===== src/rtl/encoder_ctrl.sv =====
// Rotary-encoder MMIO slot: bounded shaft position with wrap/saturate,
// rotation acceleration, sticky change flag, event counter and irq.
module encoder_ctrl #(
  parameter int PW           = 8,
  parameter int ACCEL_WINDOW = 2_000_000,
  parameter int ACCEL_RUN    = 4,
  parameter int ACCEL_STEP   = 4
) (
  input  logic        clk,
  input  logic        reset,
  input  logic        cs,
  input  logic        read,
  input  logic        write,
  input  logic [4:0]  addr,
  input  logic [31:0] wr_data,
  output logic [31:0] rd_data,
  input  logic        step_cw,
  input  logic        step_ccw,
  output logic        irq
);

  localparam int WW = $clog2(ACCEL_WINDOW + 1);
  localparam int RW = $clog2(ACCEL_RUN + 1);
  localparam logic [WW-1:0] WIN_LD  = WW'(ACCEL_WINDOW);
  localparam logic [RW-1:0] RUN_TOP = RW'(ACCEL_RUN);
  localparam logic [RW-1:0] RUN_ONE = RW'(1);
  localparam logic [PW:0]   FSTEP   = (PW+1)'(ACCEL_STEP);
  localparam logic [PW:0]   ONE     = (PW+1)'(1);

  typedef enum logic {SLOW, FAST} state_t;

  state_t        state, state_nx;
  logic [PW-1:0] pos, max_r;
  logic [3:0]    ctrl;
  logic          changed, last_dir;
  logic [7:0]    evcnt;
  logic [WW-1:0] win;
  logic [RW-1:0] run, run_nx;

  logic en, wrap, irq_en, accel_en;
  logic wr, wr_pos, wr_max, wr_ctrl, wr_stat;
  logic step, dir, in_run, fast, fast_exit;
  logic [PW:0]   pos_ext, mx, mx1, sum, d, dfast, nxt;
  logic [PW-1:0] pos_step, pos_wr, max_wr, pos_base;

  assign en       = ctrl[0];
  assign wrap     = ctrl[1];
  assign irq_en   = ctrl[2];
  assign accel_en = ctrl[3];

  assign wr      = cs & write;
  assign wr_pos  = wr & (addr[1:0] == 2'd0);
  assign wr_max  = wr & (addr[1:0] == 2'd1);
  assign wr_ctrl = wr & (addr[1:0] == 2'd2);
  assign wr_stat = wr & (addr[1:0] == 2'd3);

  // A POS write in the same cycle swallows the step completely
  assign step   = en & (step_cw ^ step_ccw) & ~wr_pos;
  assign dir    = step_ccw;
  assign in_run = (dir == last_dir) && (win != '0);

  assign fast_exit = (state == FAST) &&
                     (!en || !accel_en || win == '0 ||
                      (step && dir != last_dir));

  always_ff @(posedge clk) begin
    if (reset) begin
      state <= SLOW;
      run   <= '0;
    end else begin
      state <= state_nx;
      run   <= run_nx;
    end
  end

  always_comb begin
    state_nx = state;
    run_nx   = run;
    unique case (state)
      SLOW: begin
        if (step) begin
          if (!in_run)
            run_nx = RUN_ONE;
          else if (run != RUN_TOP)
            run_nx = run + RUN_ONE;
          if (run_nx >= RUN_TOP && accel_en)
            state_nx = FAST;
        end
      end
      FAST: begin
        if (fast_exit) begin
          state_nx = SLOW;
          run_nx   = '0;
        end
      end
      default: state_nx = SLOW;
    endcase
  end

  always_comb begin
    fast  = (state == FAST);
    dfast = (FSTEP > mx) ? mx : FSTEP;
    d     = (fast && !fast_exit) ? dfast : ONE;
  end

  always_comb begin
    pos_ext = {1'b0, pos};
    mx      = {1'b0, max_r};
    mx1     = mx + ONE;
    sum     = pos_ext + d;
    nxt     = pos_ext;
    if (!dir) begin
      if (sum > mx) nxt = wrap ? sum - mx1 : mx;
      else          nxt = sum;
    end else begin
      if (pos_ext < d) nxt = wrap ? pos_ext + mx1 - d : '0;
      else             nxt = pos_ext - d;
    end
  end

  assign pos_step = nxt[PW-1:0];
  assign pos_wr   = (wr_data[PW-1:0] > max_r) ? max_r : wr_data[PW-1:0];
  assign max_wr   = (wr_data[PW-1:0] == '0) ? PW'(1) : wr_data[PW-1:0];
  assign pos_base = wr_pos ? pos_wr : (step ? pos_step : pos);

  always_ff @(posedge clk) begin
    if (reset) begin
      pos      <= '0;
      max_r    <= PW'(19);
      ctrl     <= 4'b0011;
      changed  <= 1'b0;
      last_dir <= 1'b0;
      evcnt    <= '0;
      win      <= '0;
    end else begin
      if (wr_max && pos_base > max_wr) pos <= max_wr;
      else                             pos <= pos_base;
      if (wr_max)  max_r <= max_wr;
      if (wr_ctrl) ctrl  <= wr_data[3:0];
      if (wr_stat && wr_data[0]) changed <= 1'b0;
      if (wr_stat && wr_data[8]) evcnt   <= '0;
      if (step) begin
        changed  <= 1'b1;
        last_dir <= dir;
        if (evcnt != 8'hff) evcnt <= evcnt + 8'd1;
      end
      if (step)             win <= WIN_LD;
      else if (win != '0)   win <= win - WW'(1);
    end
  end

  always_comb begin
    rd_data = '0;
    unique case (addr[1:0])
      2'd0: rd_data[PW-1:0] = pos;
      2'd1: rd_data[PW-1:0] = max_r;
      2'd2: rd_data[3:0]    = ctrl;
      2'd3: rd_data[15:0]   = {evcnt, 5'b0, fast, last_dir, changed};
      default: rd_data = '0;
    endcase
  end

  assign irq = changed & irq_en;

  logic unused_ok;
  assign unused_ok = &{1'b0, read, addr[4:2], wr_data, nxt[PW]};

endmodule

===== config.mk =====
export PLATFORM = sky130hd
export DESIGN_NAME = encoder_ctrl
export DESIGN_NICKNAME = d
export VERILOG_FILES = /design/src/rtl/encoder_ctrl.sv
export SDC_FILE = /design/constraint.sdc
export NUM_CORES = 1
export LEC_CHECK = 0
export ABC_CLOCK_PERIOD_IN_PS = 8200
export CORE_ASPECT_RATIO = 1.75
export CORE_MARGIN = 2
export CORE_UTILIZATION = 55
export DETAILED_ROUTE_END_ITERATION = 16
export HOLD_SLACK_MARGIN = 0.06
export PLACE_DENSITY = 0.8
export REMOVE_ABC_BUFFERS = 1
export SETUP_SLACK_MARGIN = 0.15
export SLEW_MARGIN = 15
export SYNTH_ARGS = -nofsm -noshare
export SYNTH_HDL_FRONTEND = slang
export SYNTH_SLANG_ARGS = --single-unit

===== constraint.sdc =====
create_clock -name clk -period 8.2 [get_ports clk]
set_clock_uncertainty 0.2 [all_clocks]
set_input_delay 0.82 -clock clk [delete_from_list [all_inputs] [get_ports clk]]
set_output_delay 0.82 -clock clk [all_outputs]
set_load 0.02 [all_outputs]

Word-level counts from Yosys, hierarchy flattened
Cells that the tools add are included.
{"block": "totals", "input_bits": 44, "reg_bits": 55}
{"block": "op_classes", "n_bitwise": 11, "n_reduce_logical": 22, "mux": 33, "n_lt_le_gt_ge": 6, "eq_ne": 9, "n_addsub": 9}
{"operator": "two-way mux 8 bit", "n": 16}
{"operator": "two-way mux 21 bit", "n": 2}
{"operator": "subtractor 8 bit", "n": 3}
{"operator": "zero test 21 bit", "n": 1}
{"operator": "nonzero test 21 bit", "n": 1}
{"operator": "subtractor 21 x 1 -> 21 bit, second input constant", "n": 1}
{"operator": "two-way mux 3 bit", "n": 6}
{"operator": "adder 8 x 1 -> 8 bit, second input constant", "n": 2}
{"operator": "greater-than comparator 8 bit", "n": 2}
{"operator": "one-hot mux 4 bit (4 select lines)", "n": 1}
{"operator": "adder 8 x 8 -> 9 bit", "n": 1}
{"operator": "greater-than comparator 9 x 8 -> 1 bit", "n": 1}
{"operator": "adder 8 bit", "n": 1}
{"operator": "AND 1 bit", "n": 8}
{"operator": "greater-than comparator 3 x 8 -> 1 bit, first input constant", "n": 1}
{"operator": "logical AND 1 bit", "n": 8}
{"operator": "zero test 8 bit", "n": 1}
{"operator": "< comparator 8 bit", "n": 1}
{"operator": "!= test 8 bit, second input constant", "n": 1}
{"operator": "one-hot mux 4 bit (2 select lines)", "n": 1}
{"operator": "one-hot mux 3 bit (2 select lines)", "n": 1}
{"operator": "two-way mux 1 bit", "n": 5}
{"operator": "== test 2 bit, second input constant", "n": 2}
{"operator": "nonzero test 2 bit", "n": 2}
{"operator": "other kinds (16)", "n": 21}

Logic depth before layout (Yosys ltp)
Gate-level depths: netlist of the first run.
{"block": "logic_depth", "ltp_word": 20, "mapped_depth": 30}

Worst setup path before layout of the first run
No wires, ideal clock.
{"block": "synth_timing", "path_kind": "input to register", "from": "input port addr[1]", "to": "register pos[2]", "setup_slack_ns": 1.088, "arrival_ns": 6.792, "cell_stages": 26, "setup_time_ns": 0.120, "path_cell_list": "or3_1 and3_1 clkbuf_1 a211oi_1 nand3_1 ha_1 inv_1 a21oi_1 o41ai_1 o221ai_1 xor2_1 ha_1 or4_1 a211oi_1 a2bb2oi_1 nor2_2 mux2_2 a211o_1 ha_1 a21o_1 a21o_1 a21oi_1 a221oi_1 clkbuf_1 a21oi_1 o31a_1"}
{"block": "synth_via", "elab_chain_cells": 20, "elab_cells_between_ends": 28, "cone_classes": "add/sub: 4; order compare: 3; eq/ne: 1; mux: 9; bitwise: 4; reduce/logical: 7"}
{"item": "start, declared", "line": "14", "rtl": "input logic [4:0] addr,"}
{"item": "zero test 2 bit", "line": "52", "rtl": "assign wr_pos = wr & (addr[1:0] == 2'd0);"}
{"item": "AND 1 bit", "line": "52"}
{"item": "inverter 1 bit", "line": "58", "rtl": "assign step = en & (step_cw ^ step_ccw) & ~wr_pos;"}
{"item": "AND 1 bit", "line": "58"}
{"item": "logical AND 1 bit", "line": "64", "rtl": "(step && dir != last_dir));"}
{"item": "logical OR 1 bit", "line": "63", "rtl": "(!en || !accel_en || win == '0 ||"}
{"item": "logical AND 1 bit", "line": "62", "rtl": "assign fast_exit = (state == FAST) &&"}
{"item": "zero test 1 bit", "line": "103", "rtl": "d = (fast && !fast_exit) ? dfast : ONE;"}
{"item": "[2 not listed]"}
{"item": "adder 8 x 8 -> 9 bit", "line": "110", "rtl": "sum = pos_ext + d;"}
{"item": "subtractor 8 bit", "line": "113", "rtl": "if (sum > mx) nxt = wrap ? sum - mx1 : mx;"}
{"item": "two-way mux 8 bit (2 in series)", "line": "113"}
{"item": "two-way mux 8 bit", "line": "112", "rtl": "if (!dir) begin"}
{"item": "two-way mux 8 bit (2 in series)", "line": "124", "rtl": "assign pos_base = wr_pos ? pos_wr : (step ? pos_step : pos);"}
{"item": "greater-than comparator 8 bit", "line": "136", "rtl": "if (wr_max && pos_base > max_wr) pos <= max_wr;"}
{"item": "logical AND 1 bit", "line": "136"}
{"item": "two-way mux 8 bit (*)", "line": "136"}
{"item": "end signal, assigned", "line": "136"}
{"item": "end signal, assigned", "line": "137", "rtl": "else pos <= pos_base;"}
{"item": "end, declared", "line": "33", "rtl": "logic [PW-1:0] pos, max_r;"}
Mark *: on every way between the ends. The rest lies on a longest branch, timed or not.
A chain may end at the register's enable or synchronous reset.

Worst setup path after layout of the first run
{"block": "layout_timing", "from": "input port cs", "to": "register pos[7]"}
{"block": "layout_via", "elab_chain_cells": 20, "elab_cells_between_ends": 27, "cone_classes": "add/sub: 4; order compare: 3; mux: 9; bitwise: 5; reduce/logical: 6"}
{"item": "start, declared", "line": "11", "rtl": "input logic cs,"}
{"item": "AND 1 bit (*)", "line": "51", "rtl": "assign wr = cs & write;"}
{"item": "AND 1 bit", "line": "52"}
{"item": "inverter 1 bit", "line": "58"}
{"item": "AND 1 bit", "line": "58"}
{"item": "logical AND 1 bit", "line": "64"}
{"item": "logical OR 1 bit", "line": "63"}
{"item": "logical AND 1 bit", "line": "62"}
{"item": "zero test 1 bit", "line": "103"}
{"item": "[2 not listed]"}
{"item": "adder 8 x 8 -> 9 bit", "line": "110"}
{"item": "subtractor 8 bit", "line": "113"}
{"item": "two-way mux 8 bit (2 in series)", "line": "113"}
{"item": "two-way mux 8 bit", "line": "112"}
{"item": "two-way mux 8 bit (2 in series)", "line": "124"}
{"item": "greater-than comparator 8 bit", "line": "136"}
{"item": "logical AND 1 bit", "line": "136"}
{"item": "two-way mux 8 bit (*)", "line": "136"}
Marks and branches as above.

==> results.txt, run 1 <==
* Result of the run: complete, no violations
- Summing the areas of all compound-gate instances in the mapped netlist gives between 20 and 25% of the synthesized area.
- Initial detailed-routing violation count: 329
- Across the run, the number of max-cap violations was 0.
- Yosys Warn Count: 0
* Worst Setup Slack post-DPL: -0.00612 ns
- Of the post-synthesis cell area, the dominant cell type holds about a fifth.
- Most frequent standard cell in the layout excluding fill and tap cells: nor2_1
- After synthesis, the cell types taking the most area are dfxtp_1 20%, ha_1 15%, nor2_1 5.2%, a21oi_1 4.7%, xnor2_1 4.4%.
- Sink Count: 55
- The synthesized design spends more area on one cell type than any other, namely dfxtp_1.
- Unique cell type count in the Yosys netlist: 72
- Yosys mapped a number of flops with a built-in enable equal to 0.
- Entering global routing, the biggest net connects 38 pins.
- Detailed placement HPWL: between 10000 and 15000 um
- Of all nets on the critical path, the largest fanout is 13.
- Type of the tightest min-delay check: reg -> reg
* Die Wd: approximately 80 um
* Multi-input logic area: approximately 4200 um2
* Final hold violation count: 0
- After clock tree synthesis, the clock-pin slew on the worst setup and hold paths is about 0.070 ns.
- The synthesized netlist devotes roughly 18% of its cell area to adder and majority cells.
- Row generation in the floorplan step produced 48 rows.
- The initial antenna violation count was 0.
- Hold path cells: 2
- After synthesis, the mean cell area works out to between 7 and 8 um2.
* Number of ports placed on the die boundary: between 70 and 80
- In the post-route analysis, the smallest setup slack over all paths is ~0.37 ns.
* Power per cell area: about 280 nW/um2
- For this run, design rule violations remaining after detail routing come to 0.
- Summing all flip-flop and latch instances after layout gives between 1000 and 1500 um2.
- Most frequent cells in the layout: 76 x nor2_1, 66 x ha_1, 55 x dfxtp_1
* Leading register cell type out of synthesis: dfxtp_1
- Fraction of synthesized cell area in xor and xnor cells: ~6.3%
- Setup repair after global routing left no endpoint under its margin.
* Cells after synthesis: slightly above 700
- 0 antenna diodes ended up in the layout.
- The die is approximately 140 um tall.
* Part of the Yosys area used for sequential elements: about 20%
- For this run, asynchronously set or reset flops after synthesis account for 0%.
- DRT antenna net count: 0
- TritonCTS built the clock tree.
- DRT Wirelength: roughly 16000 um
* Multiplexer share of the synthesized area: under 10%
- Global placer's final weighted congestion: between 0.9 and 1
- Setup violation total in the final timing report: 0
- On the final layout, the worst hold slack is ~0.28 ns.
- Measured against its own limit, the worst slew margin works out to 45.5%.
- The clock passes through at most 2 buffers.
* Via count of the first global-routing pass: 5526
* Fraction of layout cells with a size suffix above 1: around 6.5%
- The largest single stage delay on the critical path is between 0.5 and 0.6 ns.
- Area of the die: 11000 um2
- For the final routed database, the setup TNS stands at 0 ns.
* Core outline area: between 9000 and 10000 um2
* Final core occ: around 64%
- Overall power of the completed layout: ~1.8 mW
- Root buf cell: clkbuf_16
- Number of vias per cell: 6.12
* Growth of design area from synthesis to finish: 12.6%
- Ratio of final minimum period to clock period: 95.5%
- After the flow finishes, the layout carries non-filler instances totaling around 900.
- Final min period: roughly 7.8 ns
- The first detailed-routing pass ran for 5 iterations.
- After synthesis the cells add up to between 5000 and 6000 um2.
- Global routing used between 20 and 30% of the available tracks.
- At the pin with the least slew margin, the transition time is ~0.81 ns.
- Number of synthesized register bits: 55
* First-pass GRT wire length: approximately 26000 um
- Max-slew violation total from the final report: 0
* Critical path startpoint category: input port
- Clk Latency, worst-skew pair: roughly 0.30 ns
- Simple-Gate Fraction of Synth Area: approximately 23%
* Upper clock frequency limit: around 0.13 GHz
- TritonCTS buffer count: 5
- Once the floorplan was initialized, standard cells occupied 56.4% of the core.
* Number of placed instances with taps included: ~880
- Filler cell count in the final layout: 873
- At the end of the flow, the number of nets in the layout was around 900.
- By area, the combinational part of the netlist is dominated by simple AND/OR/NAND/NOR gates.
- Static leakage: roughly 2.8 nW
- Maximum level of the CTS H-tree: 2
- WL/cell: approximately 18 um
- Required time reported for the critical path endpoint: slightly above 8 ns
- The critical path is of the in -> reg type.
- Depth of the worst register-to-register path: 30
* Total number of vias: 5449
- Count of buffers from port buffering: 33
* Worst VDD drop: 0.237 mV
- Worst Setup End Kind: flop
* GRT overflow: 0
* Critical path data arrival time: ~7.8 ns
- After detailed placement, the total cell area comes to about 6100 um2.
* Area of all placed cells without fillers: 6300 um2
- The slowest stage of the critical path is the clkdlybuf4s50_1 cell.
-- report_power, final --
| part | switching [mW] | internal (mW) |
|---|---|---|
| clock | 0.0944 | 0.130 |
| combinational | 0.646 | 0.529 |
| sequential | 0.0548 | 0.305 |
-- per-layer routing --
layer | vias up | track usage [%] | routed length [um]
li1 | 2616 | - | -
met1 | 2583 | 29.9 | 5700
met2 | 179 | 55.1 | 8400
met3 | 71 | 2.36 | 499
met4 | 0 | 22.6 | 1200
met5 | - | 0 | 0
-- logic make-up (layout without fill, tap and decap cells) --
group | count (synthesis) | count (layout)
multiplexers | 22 | 22
flip-flops | 55 | 55
AND/OR/NAND/NOR | 255 | 255
other | 2 | 33
adder cells (fa/ha/maj) | 76 | 76
buffers and inverters | 96 | 112
XOR/XNOR | 40 | 40
AO/OA/AOI/OAI | 173 | 173
-- what timing repair did --
action	CTS	global route
hold endpoints to repair	0	0
endpoints found under the setup margin	0	8
hold buffers	0	0
buffers inserted	0	1
resized for setup	0	7
-- area by class of cell --
class | count | area share (%)
Multi-Input combinational cell | 599 | 67.1
Sequential cell | 55 | 17.5
Timing Repair Buffer | 49 | 7.15
Inverter | 55 | 3.28
Clock buffer | 8 | 2.48
Tap cell | 125 | 2.48
-- worst paths after layout --
check,startpoint,endpoint,slack (ns)
worst max-delay path,cs,pos[7],0.37
worst min register to register,changed,changed,0.28
worst max register to register,win[12],pos[7],0.57
worst min-delay path,changed,changed,0.28
-- cells in the mapped netlist, types with 9 or more instances --
cell       n
mux2i_1   15
and3_1    16
nor2_1    77
a211oi_1  11
nor3_1    14
xor2_1    12
o21ai_0   31
ha_1      66
buf_4     16
inv_1     54
nand3_1   23
o211ai_1   9
clkbuf_1  19
nand2_1   53
xnor2_1   28
or3_1     12
a21oi_1   53
fa_1      10
dfxtp_1   55
a21o_1    12
-- worst max-delay path, delay by kind of cell --
| kind | cells | cell delay (ns) |
|---|---|---|
| simple gates | 8 | 1.83 |
| mux | 1 | 0.35 |
| compound gates | 11 | 2.47 |
| fa+ha+maj | 3 | 0.89 |
| xor+xnor | 1 | 0.22 |
| buf+inv | 5 | 1.22 |
-- registers in the layout (all words and copies together) (netlist names) --
signal	count
changed	1
ctrl	4
evcnt	8
fast	1
last_dir	1
max_r	8
pos	8
run	3
win	21
(Power assumes the default switching activity.)
==> run 2, diff against run 1 <==
--- a/config.mk
+++ b/config.mk
@@ -6,6 +6,7 @@
 export NUM_CORES = 1
 export LEC_CHECK = 0
 export ABC_CLOCK_PERIOD_IN_PS = 8200
+export CAP_MARGIN = 20
 export CORE_ASPECT_RATIO = 1.75
 export CORE_MARGIN = 2
 export CORE_UTILIZATION = 55
==> results of run 2 <==
Same layout as run 1: the final DEF is identical, and so are final timing and power.
==> run 3, diff against run 2 <==
--- a/config.mk
+++ b/config.mk
@@ -10,8 +10,9 @@
 export CORE_ASPECT_RATIO = 1.75
 export CORE_MARGIN = 2
 export CORE_UTILIZATION = 55
+export CTS_BUF_LIST = sky130_fd_sc_hd__clkbuf_4 sky130_fd_sc_hd__clkbuf_8
 export DETAILED_ROUTE_END_ITERATION = 16
-export HOLD_SLACK_MARGIN = 0.06
+export HOLD_SLACK_MARGIN = 0.15
 export PLACE_DENSITY = 0.8
 export REMOVE_ABC_BUFFERS = 1
 export SETUP_SLACK_MARGIN = 0.15
==> run 3 against run 2 <==
  * Fmax barely moved
  * Non-clock buffer count unchanged
  * Register-to-register slack worse by 0.03 ns
  * Sequential share of layout area increased by 0.15 points
  * Worst hold slack better by 0.0031 ns
  * Critical path depth did not move
  * Global-route usage fell by 0.21 points
  * Sequential power about the same
  * Sequential cell count unchanged
==> results.txt, run 3 (synthesized netlist as in run 1, its figures left out) <==
* Global placer's final weighted congestion: 0.933 (unchanged)
- Upper clock frequency limit: 0.128 GHz (about the same)
- The worst hold slack across all endpoints came to 0.281 ns (+0.00311 ns).
* Die Wd: 80.2 um (unchanged)
- The final critical delay including setup and external delays was 7.83 ns (-0.000618 ns).
* Most frequent cells in the layout: 76 x nor2_1, 66 x ha_1, 55 x dfxtp_1
* Sink Count: 55 (unchanged)
* Number of hold-repair buffers added at the cts stage: 0 (unchanged)
- In this run the most critical hold path is launched from changed.
- FF+latch area: 1100 um2 (unchanged)
- Vertical die dimension: 137 um (unchanged)
- Core outline area: 9910 um2 (unchanged)
* Final core occ: 63.0% (-0.53 points)
- The headroom to the max-slew limit came to 46.1% (+0.64 points).
* TritonCTS clock tree: done
- Number of detailed-routing iterations run before antenna repair: 5 (unchanged)
- STA classifies the critical path endpoint as a flop.
- The sum of overflow across all layers after global routing was 0 (unchanged).
- The peak fanout along the critical path was 13 (unchanged).
* Filler-free cell count of the finished design: 891 (unchanged)
- Number of max-cap violations: 0 (unchanged)
- Type of the tightest min-delay check: reg -> reg
* Initial antenna violation count: 0 (unchanged)
- Area of all placed cells without fillers: 6240 um2 (-0.83%)
* Max-slew violation total from the final report: 0 (unchanged)
* Category of cells accounting for the largest share of critical-path delay: compound AO/OA/AOI/OAI gates
- Max reg flops: 21 (unchanged)
* RSZ-0062 raised after global routing: no
- Maximum level of the CTS H-tree: 2 (unchanged)
- Result of the run: complete, no violations
- The final wirelength came to 15800 um (-0.16%).
- The critical path required time is 8.22 ns (+0.03 ns).
- The maximum ir drop on the vdd rail came to 0.189 mV (-20%).
* Detailed placement HPWL: 12600 um (unchanged)
* Count of buffers from port buffering: 33 (unchanged)
* Count of antenna diodes in the layout: 0 (unchanged)
- The worst-margin pin slew came to 0.802 ns (-0.00948 ns).
- Std cell rows: 48 (unchanged)
* Final hold violation count: 0 (unchanged)
- CTS Buffer Depth: 2 (unchanged)
- The maximum single-stage delay on the critical path was 0.54 ns (about the same).
- The critical path in this run is classified as in -> reg.
* DRT antenna net count: 0 (unchanged)
* Critical path data arrival time: 7.85 ns (+0.03 ns)
- The cell leakage power is 2.78 nW (-0.79%).
- Worst Setup Slack post-DPL: -0.00612 ns (unchanged)
* Overall power of the completed layout: 1.70 mW (-3.2%)
* PnR worst setup slack: 0.368 ns (+0.000618 ns)
- win holds more flip-flops than any other register.
* Setup violation total in the final timing report: 0 (unchanged)
- Layout net count: 885 (unchanged)
- The setup TNS after final layout is 0 ns (unchanged).
- Maximum number of pins on one net before global-route repair: 38 (unchanged)
- Total number of vias: 5458 (+0.17%)
- Clock transition at the registers of the reported paths: 0.10 ns (+0.03 ns)
- Tracing the worst setup path back leads to its startpoint at write.
* Root buf cell: clkbuf_8
- The starting density of the core came to 56.4% (unchanged).
- The overall global routing resource usage was 29.5% (-0.21 points).
- The area enclosed by the die boundary came to 11000 um2 (unchanged).
* DRC violation count after routing: 0 (unchanged)
* Post-Place Cell Area: 6090 um2 (unchanged)
- Most frequent standard cell in the layout excluding fill and tap cells: nor2_1
* Ratio of final minimum period to clock period: 95.5% (about the same)
- The via density per instance was 6.13 (+0.17%).
- The slowest stage of the critical path is the clkdlybuf4s50_1 cell.
- The final-layout fill cell count is 889 (+1.8%).
- The share of layout cells above drive strength 1 is 6.66% (+0.13 points).
- The via count of the first global-routing pass was 5478 (-0.87%).
- WL/cell: 17.7 um (-0.16%)
* TritonCTS buffer count: 5 (unchanged)
* R2R Path Start: win[12]
* Critical path startpoint category: input port
- Initial detailed-routing violation count: 338 (+2.7%)
* Crit path buffers/inverters: 5 (unchanged)
- Growth of design area from synthesis to finish: 11.6%
- The ratio of total power to cell area was 273 nW/um2 (-2.4%).
- Number of placed instances with taps included: 882 (unchanged)
- The wire length of the first global-routing pass was 25600 um (-0.35%).
- Multi-input logic area: 4230 um2 (unchanged)
- Number of ports placed on the die boundary: 77 (unchanged)
- The clock latency reported for the late side of the worst-skew pair was 0.31 ns (about the same).
==> run 3: path summary, 6_finish.rpt <==
path                            cells past startpoint  slack, ns       to
worst max-delay path                               29       0.37   pos[7]
worst min-delay path                                2       0.28  changed
worst max register to register                     30       0.54   pos[7]
worst min register to register                      2       0.28  changed
==> run 3: area by class of cell <==
| class | count | share of cell area, % |
|---|---|---|
| Multi-Input combinational cell | 599 | 67.7 |
| Sequential cell | 55 | 17.6 |
| Timing Repair Buffer | 49 | 7.21 |
| Inverter | 55 | 3.31 |
| Tap cell | 125 | 2.51 |
| Clock buffer | 8 | 1.66 |
==> run 3: power by group <==
part	switching, mW	internal (mW)	leakage [nW]
clock	0.0862	0.0806	0.0549
combinational	0.647	0.530	2.27
sequential	0.0544	0.305	0.451
==> run 3: timing repair <==
item / CTS / global route
hold endpoints to repair: 0 / 0
buffers inserted: 0 / 1
setup endpoints to repair: 0 / 8
resized for setup: 0 / 7
==> run 3: tightest hold or removal path, delay by kind of cell (launching register included) <==
| family | cells | cell delay, ns |
|---|---|---|
| simple gates | 1 | 0.05 |
| flops | 1 | 0.33 |
| compound gates | 1 | 0.06 |
==> run 3: metal layers <==
| layer | track usage [%] | vias to the layer above | wire length, um |
|---|---|---|---|
| li1 | - | 2622 | - |
| met1 | 29.7 | 2573 | 5650 |
| met2 | 55.0 | 182 | 8370 |
| met3 | 2.36 | 81 | 509 |
| met4 | 21.7 | 0 | 1240 |
| met5 | 0 | - | 0 |
